### config.mk
export PLATFORM = sky130hd
export DESIGN_NAME = down_counter_load_flat
export DESIGN_NICKNAME = d
export VERILOG_FILES = /design/src/rtl/counters_pkg.sv /design/src/rtl/down_counter_load_if.sv /design/src/rtl/down_counter_load.sv /design/src/flat_wrapper.sv
export SDC_FILE = /design/constraint.sdc
export NUM_CORES = 1
export LEC_CHECK = 0
export ABC_AREA = 1
export CORE_MARGIN = 2
export CORE_UTILIZATION = 49
export DETAILED_ROUTE_END_ITERATION = 6
export HOLD_SLACK_MARGIN = 0.08
export PLACE_DENSITY = 0.78
export SETUP_SLACK_MARGIN = 0.2
export SKIP_CTS_REPAIR_TIMING = 1
export SLEW_MARGIN = 20
export SYNTH_ARGS = -nofsm -noshare
export SYNTH_HDL_FRONTEND = slang
export SYNTH_SLANG_ARGS = --single-unit
### constraint.sdc
create_clock -name clk -period 1.65 [get_ports clk]
set_input_delay 0.33 -clock clk [delete_from_list [all_inputs] [get_ports clk]]
set_output_delay 0.33 -clock clk [all_outputs]
set_load 0.1 [all_outputs]
### src/rtl/counters_pkg.sv
// Shared counter definitions: FSM state encoding and default count width.
package counters_pkg;

    localparam int WIDTH_DEFAULT = 8;

    typedef enum logic [0:0] {
        IDLE = 1'b0,
        RUN  = 1'b1
    } cnt_state_e;

endpackage

### src/rtl/down_counter_load_if.sv
// Control/status bundle for the loadable down counter.
interface down_counter_load_if
    import counters_pkg::*;
#(
    parameter int WIDTH = WIDTH_DEFAULT
);
    logic             en;
    logic             load;
    logic [WIDTH-1:0] load_val;
    logic             start;
    logic             auto_reload;
    logic [WIDTH-1:0] q;
    logic             bo;
    logic             busy;

    modport master (
        output en, load, load_val, start, auto_reload,
        input  q, bo, busy
    );

    modport slave (
        input  en, load, load_val, start, auto_reload,
        output q, bo, busy
    );
endinterface

### src/rtl/down_counter_load.sv
// Loadable down counter with one-shot / periodic reload and a registered borrow pulse.
module down_counter_load
    import counters_pkg::*;
#(
    parameter int WIDTH = WIDTH_DEFAULT
) (
    input  logic                clk,
    input  logic                rst,
    down_counter_load_if.slave  bus
);

    localparam logic [WIDTH-1:0] ZERO = {WIDTH{1'b0}};
    localparam logic [WIDTH-1:0] ONE  = {{(WIDTH-1){1'b0}}, 1'b1};

    cnt_state_e       state_r;
    cnt_state_e       state_s;
    logic [WIDTH-1:0] q_r;
    logic [WIDTH-1:0] q_s;
    logic [WIDTH-1:0] rld_r;
    logic [WIDTH-1:0] rld_s;
    logic             bo_r;
    logic             bo_s;

    // Next-state and datapath: load beats start beats en; q==0 always takes the terminal branch.
    always_comb begin
        state_s = state_r;
        q_s     = q_r;
        rld_s   = rld_r;
        bo_s    = 1'b0;
        if (bus.load) begin
            rld_s = bus.load_val;
            q_s   = bus.load_val;
            if (bus.start) begin
                state_s = RUN;
            end else begin
                state_s = state_r;
            end
        end else if (bus.start) begin
            q_s     = rld_r;
            state_s = RUN;
        end else begin
            case (state_r)
                RUN: begin
                    if (bus.en) begin
                        if (q_r != ZERO) begin
                            q_s = q_r - ONE;
                        end else begin
                            bo_s = 1'b1;
                            if (bus.auto_reload) begin
                                q_s = rld_r;
                            end else begin
                                q_s     = q_r;
                                state_s = IDLE;
                            end
                        end
                    end else begin
                        q_s = q_r;
                    end
                end
                IDLE: begin
                    state_s = IDLE;
                end
                default: begin
                    state_s = IDLE;
                end
            endcase
        end
    end

    // State, count, reload and borrow registers with synchronous reset.
    always_ff @(posedge clk) begin
        if (rst) begin
            state_r <= IDLE;
            q_r     <= ZERO;
            rld_r   <= ZERO;
            bo_r    <= 1'b0;
        end else begin
            state_r <= state_s;
            q_r     <= q_s;
            rld_r   <= rld_s;
            bo_r    <= bo_s;
        end
    end

    assign bus.q    = q_r;
    assign bus.bo   = bo_r;
    assign bus.busy = (state_r == RUN);

endmodule

### src/flat_wrapper.sv
// flat-port wrapper written by rule: the top's interface ports become plain ports
module down_counter_load_flat import counters_pkg::*;
#(
    parameter int WIDTH = WIDTH_DEFAULT
)
  (clk, rst, bus_en, bus_load, bus_load_val, bus_start, bus_auto_reload, bus_q, bus_bo, bus_busy);
  down_counter_load_if #(.WIDTH(WIDTH)) bus_i ();
  input  logic clk;
  input  logic rst;
  input wire logic [$bits(bus_i.en)-1:0] bus_en;
  input wire logic [$bits(bus_i.load)-1:0] bus_load;
  input wire logic [$bits(bus_i.load_val)-1:0] bus_load_val;
  input wire logic [$bits(bus_i.start)-1:0] bus_start;
  input wire logic [$bits(bus_i.auto_reload)-1:0] bus_auto_reload;
  output wire logic [$bits(bus_i.q)-1:0] bus_q;
  output wire logic [$bits(bus_i.bo)-1:0] bus_bo;
  output wire logic [$bits(bus_i.busy)-1:0] bus_busy;
  assign bus_i.en = bus_en;
  assign bus_i.load = bus_load;
  assign bus_i.load_val = bus_load_val;
  assign bus_i.start = bus_start;
  assign bus_i.auto_reload = bus_auto_reload;
  assign bus_q = bus_i.q;
  assign bus_bo = bus_i.bo;
  assign bus_busy = bus_i.busy;
  down_counter_load #(.WIDTH(WIDTH)) u_core (.clk(clk), .rst(rst), .bus(bus_i));
endmodule
# Word-level counts from Yosys, hierarchy flattened
# Index checks and enable logic that the tools add are counted.
# op_classes
addsub	1
eq_ne	1
mux	14
n_bitwise	2
n_reduce_logical	6
# ops
op	n
2-to-1 mux 8 bit	6
nonzero test 8 bit	1
subtractor 8 x 1 -> 8 bit (second input constant)	1
2-to-1 mux 1 bit	7
nonzero test 3 bit	2
OR reduction 5 bit	1
nonzero test 4 bit	1
AND reduction 3 bit	1
!= test 2 x 1 -> 1 bit (second input constant)	1
inverter 1 bit	2
one-hot mux 1 bit (2 select lines)	1
# word_totals
regBits	18
input_bits	14
output_inout_bits	10
elab_cells	28

# Logic depth before layout (Yosys ltp)
# Gate-level depths: netlist of run 1.
# depth
word_depth	6
ltp_mapped	10
ltp_nobuf	10

# Worst setup path before layout of run 1
# No wires, ideal clock.
# synth_path
path_kind	register -> register
start	reg u_core.q_r[0], in the netlist u_core.bus.q[0]
end	reg u_core.q_r[0], in the netlist u_core.bus.q[0]
setup_ns	0.114
t_arrival_ns	2.060
required_ns	1.536
path_slack_ns	-0.524
stages_incl_launch_ff	9
path_buffers	0
period_less_slack_ns	2.174
path_cell_list	dfxtp_1 -> inv_1 -> ha_1 -> nand2_1 -> nor2_4 -> nor2_2 -> nand2_1 -> a21oi_1 -> nor2_1
# synth_between
elab_chain_len	6
elab_cells_between_ends	9
classes_between	add/sub: 1; mux: 5; reduce/logical: 3
# synth_rtl
element	line	text
start: declaration	down_counter_load.sv:17	logic [WIDTH-1:0] q_r;
start signal: assignment	down_counter_load.sv:79	q_r <= q_s;
subtractor 8 x 1 -> 8 bit or nonzero test 8 bit (tied branches)	down_counter_load.sv:46, down_counter_load.sv:45	
2-to-1 mux 8 bit	down_counter_load.sv:45	if (q_r != ZERO) begin
2-to-1 mux 8 bit	down_counter_load.sv:44	if (bus.en) begin
2-to-1 mux 8 bit	down_counter_load.sv:42	case (state_r)
2-to-1 mux 8 bit	down_counter_load.sv:38	end else if (bus.start) begin
2-to-1 mux 8 bit	down_counter_load.sv:30	if (bus.load) begin
# Several ways; a longest one is shown, not always the timed one. The select of a mux whose other input is x is not followed.
# A chain may end at the register's enable or synchronous reset.

# Final worst setup path of run 1
# layout_path
start	reg u_core.q_r[0], in the netlist u_core.bus.q[0]
end	reg u_core.q_r[2], in the netlist u_core.bus.q[2]
# Same word-level chain as after synthesis.

==> results of run 1 <==
[Yosys cell counts]
master    instances  area share (%)
nand2_1          59              20
nand3_1          20             9.3
dfxtp_1          18              33
nor2_1           17             5.9
inv_1            16             5.6
a21oi_1          13             6.0
inv_2             3             1.0
nor2_2            3             1.7
ha_1              2             2.3
nand2_2           2             1.2
nor2_4            2             2.1
a21o_4            1             1.4
a21oi_2           1            0.81
buf_6             1             1.0
clkbuf_1          1            0.35
clkinv_1          1            0.35
nand2_4           1             1.0
nand2_8           1             1.9
nand3_4           1             1.6
nor4_1            1            0.58
o21ai_0           1            0.46
o221ai_1          1            0.81
xnor2_1           1            0.81
[power by group through the flow]
stage | clock network [mW] | registers (mW) | logic [mW]
finish | 0.232 | 0.517 | 0.656
global route | 0.258 | 0.522 | 0.702
CTS | 0.237 | 0.514 | 0.601
detailed placement | 0 | 0.524 | 0.599
global placement | 0 | 0.523 | 0.586
floorplan | 0 | 0.672 | 0.246
[critical path, cell delays in order (launching register included)]
cell	delay, ns
dfxtp_4	0.38
inv_6	0.07
ha_4	0.14
nand2_2	0.06
nor2_4	0.15
nand3_4	0.18
buf_6	0.16
nand3_1	0.06
a21oi_1	0.06
nor2_1	0.13
[state kept, by name, indices dropped and copies added, names as in the netlist]
name and cells:
u_core.bus.bo 1, u_core.bus.busy 1, u_core.bus.q 8, u_core.rld_r 8
[metal layers]
layer  track usage (%)  routed length, µm  vias to the layer above
met4             14.41                 86                        0
met1             25.00               1166                      528
met5                 0                  0                        -
li1                  -                  -                      601
met3             4.678                143                       10
met2             40.91               1438                       50
[metrics by stage]
| step | instance area [µm²] | util (%) |
|---|---|---|
| after floorplan | 1117 | - |
| after global placement | 1498 | 69.71 |
| after detailed placement | 1498 | 69.71 |
| after CTS | 1524 | 70.94 |
| after global routing | 1628 | 75.77 |
| final | 1628 | 75.77 |
[layout make-up]
cell class	count	area (µm²)	area share (%)
Multi-Input combinational cell	128	685.7	42.12
Inverter	20	82.58	5.073
Clock inverter	1	3.754	0.2306
Sequential cell	18	389.1	23.90
Timing Repair Buffer	33	409.1	25.13
Tap cell	28	35.03	2.152
Clock buffer	3	22.52	1.384
[worst paths after layout]
path                           to            start
hold / removal    u_core.rld_r[4]  u_core.rld_r[4]
hold reg to reg   u_core.rld_r[4]  u_core.rld_r[4]
setup reg to reg  u_core.bus.q[2]  u_core.bus.q[0]
setup / recovery  u_core.bus.q[2]  u_core.bus.q[0]
[cell families after synthesis]
| family | count (synthesis) | share of synthesized area, % |
|---|---|---|
| AND/OR/NAND/NOR | 107 | 45.72 |
| flip-flops | 18 | 33.33 |
| AO/OA/AOI/OAI | 17 | 9.490 |
| adder cells (fa/ha/maj) | 2 | 2.314 |
| buffers and inverters | 22 | 8.333 |
| XOR/XNOR | 1 | 0.8103 |
==> metrics.md, run 1 <==
| Metric | Value |
|---|---|
| Max Fclk | `683.5 MHz` |
| Starting Density | `50.32%` |
| Syn nets | `183` |
| Die ar. | `0.002598 mm²` |
| CP required | `1.88 ns` |
| Syn_area_per_cell | `6.473 µm²` |
| Drt pass-1 iters | `4` |
| RSZ-0062 raised after global routing | `true` |
| Total gr overflow | `0` |
| Clk_skew | `0.007303 ns` |
| Pwr Density | `863.3 mW/mm²` |
| DRC | `0` |
| Status | `finished clean` |
| Die Wd | `50.97 µm` |
| Setup Crit Path Kind | `flop to flop` |
| Setup violations, final | `0` |
| Row count | `17` |
| Post-Place Worst Slack | `0.01466 ns` |
| Fin. max-slew vios | `0` |
| Routed vias/inst | `5.147` |
| Placed cells | `220` |
| Total GRT Usage | `23.14%` |
| Max-Slew Margin vs Limit | `81.60%` |
| Longest Clk Path Bufs | `2` |
| Final std cells w/o fill | `231` |
| Placer Congestion | `0.8809` |
| Min Hold Slack | `0.4770 ns` |
| Final-report hold violation count | `0` |
| CTS tree | `built` |
| Reg2Reg Depth | `9` |
| Seq cells post-synth | `18` |
| Yosys synthesis warning count | `0` |
| Reg2reg setup slack | `0.19 ns` |
| Vias after detailed routing | `1189` |
| Max Fanout on Critical Path | `7` |
| Hold crit path type | `flop to flop` |
| Arrival @ worst endpoint | `1.70 ns` |
| Seq pwr share | `36.8%` |
| Crit share post-route | `88.67%` |
| Largest net degree at the start of global routing | `11` |
| Routed WL per cell | `12.26 µm` |
| Most frequent cells in the layout | `nand2_1 (57), nand3_1 (20), nor2_1 (14), inv_1 (14), clkdlybuf4s50_1 (13)` |
| Total power | `1.405 mW` |
| # H-tree levels | `1` |
| Mapped Area | `0.001081 mm²` |
| Tmin final | `1.463 ns` |
| NetSw | `0.5928 mW` |
| LEAKAGE | `0.7663 nW` |
| Hold Path Depth | `2` |
| Clock sinks | `18` |
| Area Overhead vs Synth | `50.58%` |
| Clock Root Buffer | `clkbuf_4` |
| Clock share of power | `16.5%` |
| Initial antenna violation count | `0` |
| Worst-margin pin slew | `0.2734 ns` |
| Routed WL | `2833 µm` |
| DRT iter0 DRCs | `24` |
| Worst skew pair latency | `0.31 ns` |
| CTS Buf Count | `3` |
| Startpoint types | `flop` |
| Most common cell after layout, fill and taps aside | `nand2_1` |
| Post-route setup slack | `0.1870 ns` |
| First-pass GRT wire length | `4547 µm` |
| Nature of the critical path endpoint | `flop` |
| Sequential cell area fraction in the yosys report | `33.33%` |
| # fillers | `165` |
| Internal power | `0.8125 mW` |
| Sw Share | `42.18%` |
| VDD IR-drop max | `0.5599 mV` |
| Comb pwr share | `46.7%` |
| Vias in the first global route | `1128` |
| Clk pin slew, worst setup/hold paths | `0.11 ns` |
| Post-synth cell types | `23` |
| # nets final | `220` |
| Diode count | `0` |
| Mapped Cells | `167` |
| Maxcap violations | `0` |
| Io pins | `24` |
| Routed Antenna Nets | `0` |
| Layout cells sized above 1 | `28.08%` |
| Setup TNS | `0 ns` |
| HPWL after detailed placement | `2141 µm` |
| Port Buffer Count | `23` |
| DIE HEIGHT | `50.97 µm` |
| Core area | `0.002148 mm²` |
No activity file was read; power rests on OpenSTA's default activity.
==> run 2: changes to the inputs <==
HOLD_SLACK_MARGIN = 0.03   (was 0.08)
==> results of run 2 <==
The final DEF is identical to that of run 1; final timing and power are the same.
==> run 3: changes to the inputs <==
SLEW_MARGIN = 10   (was 20)
==> results of run 3 <==
The final DEF is identical to that of run 1; final timing and power are the same.
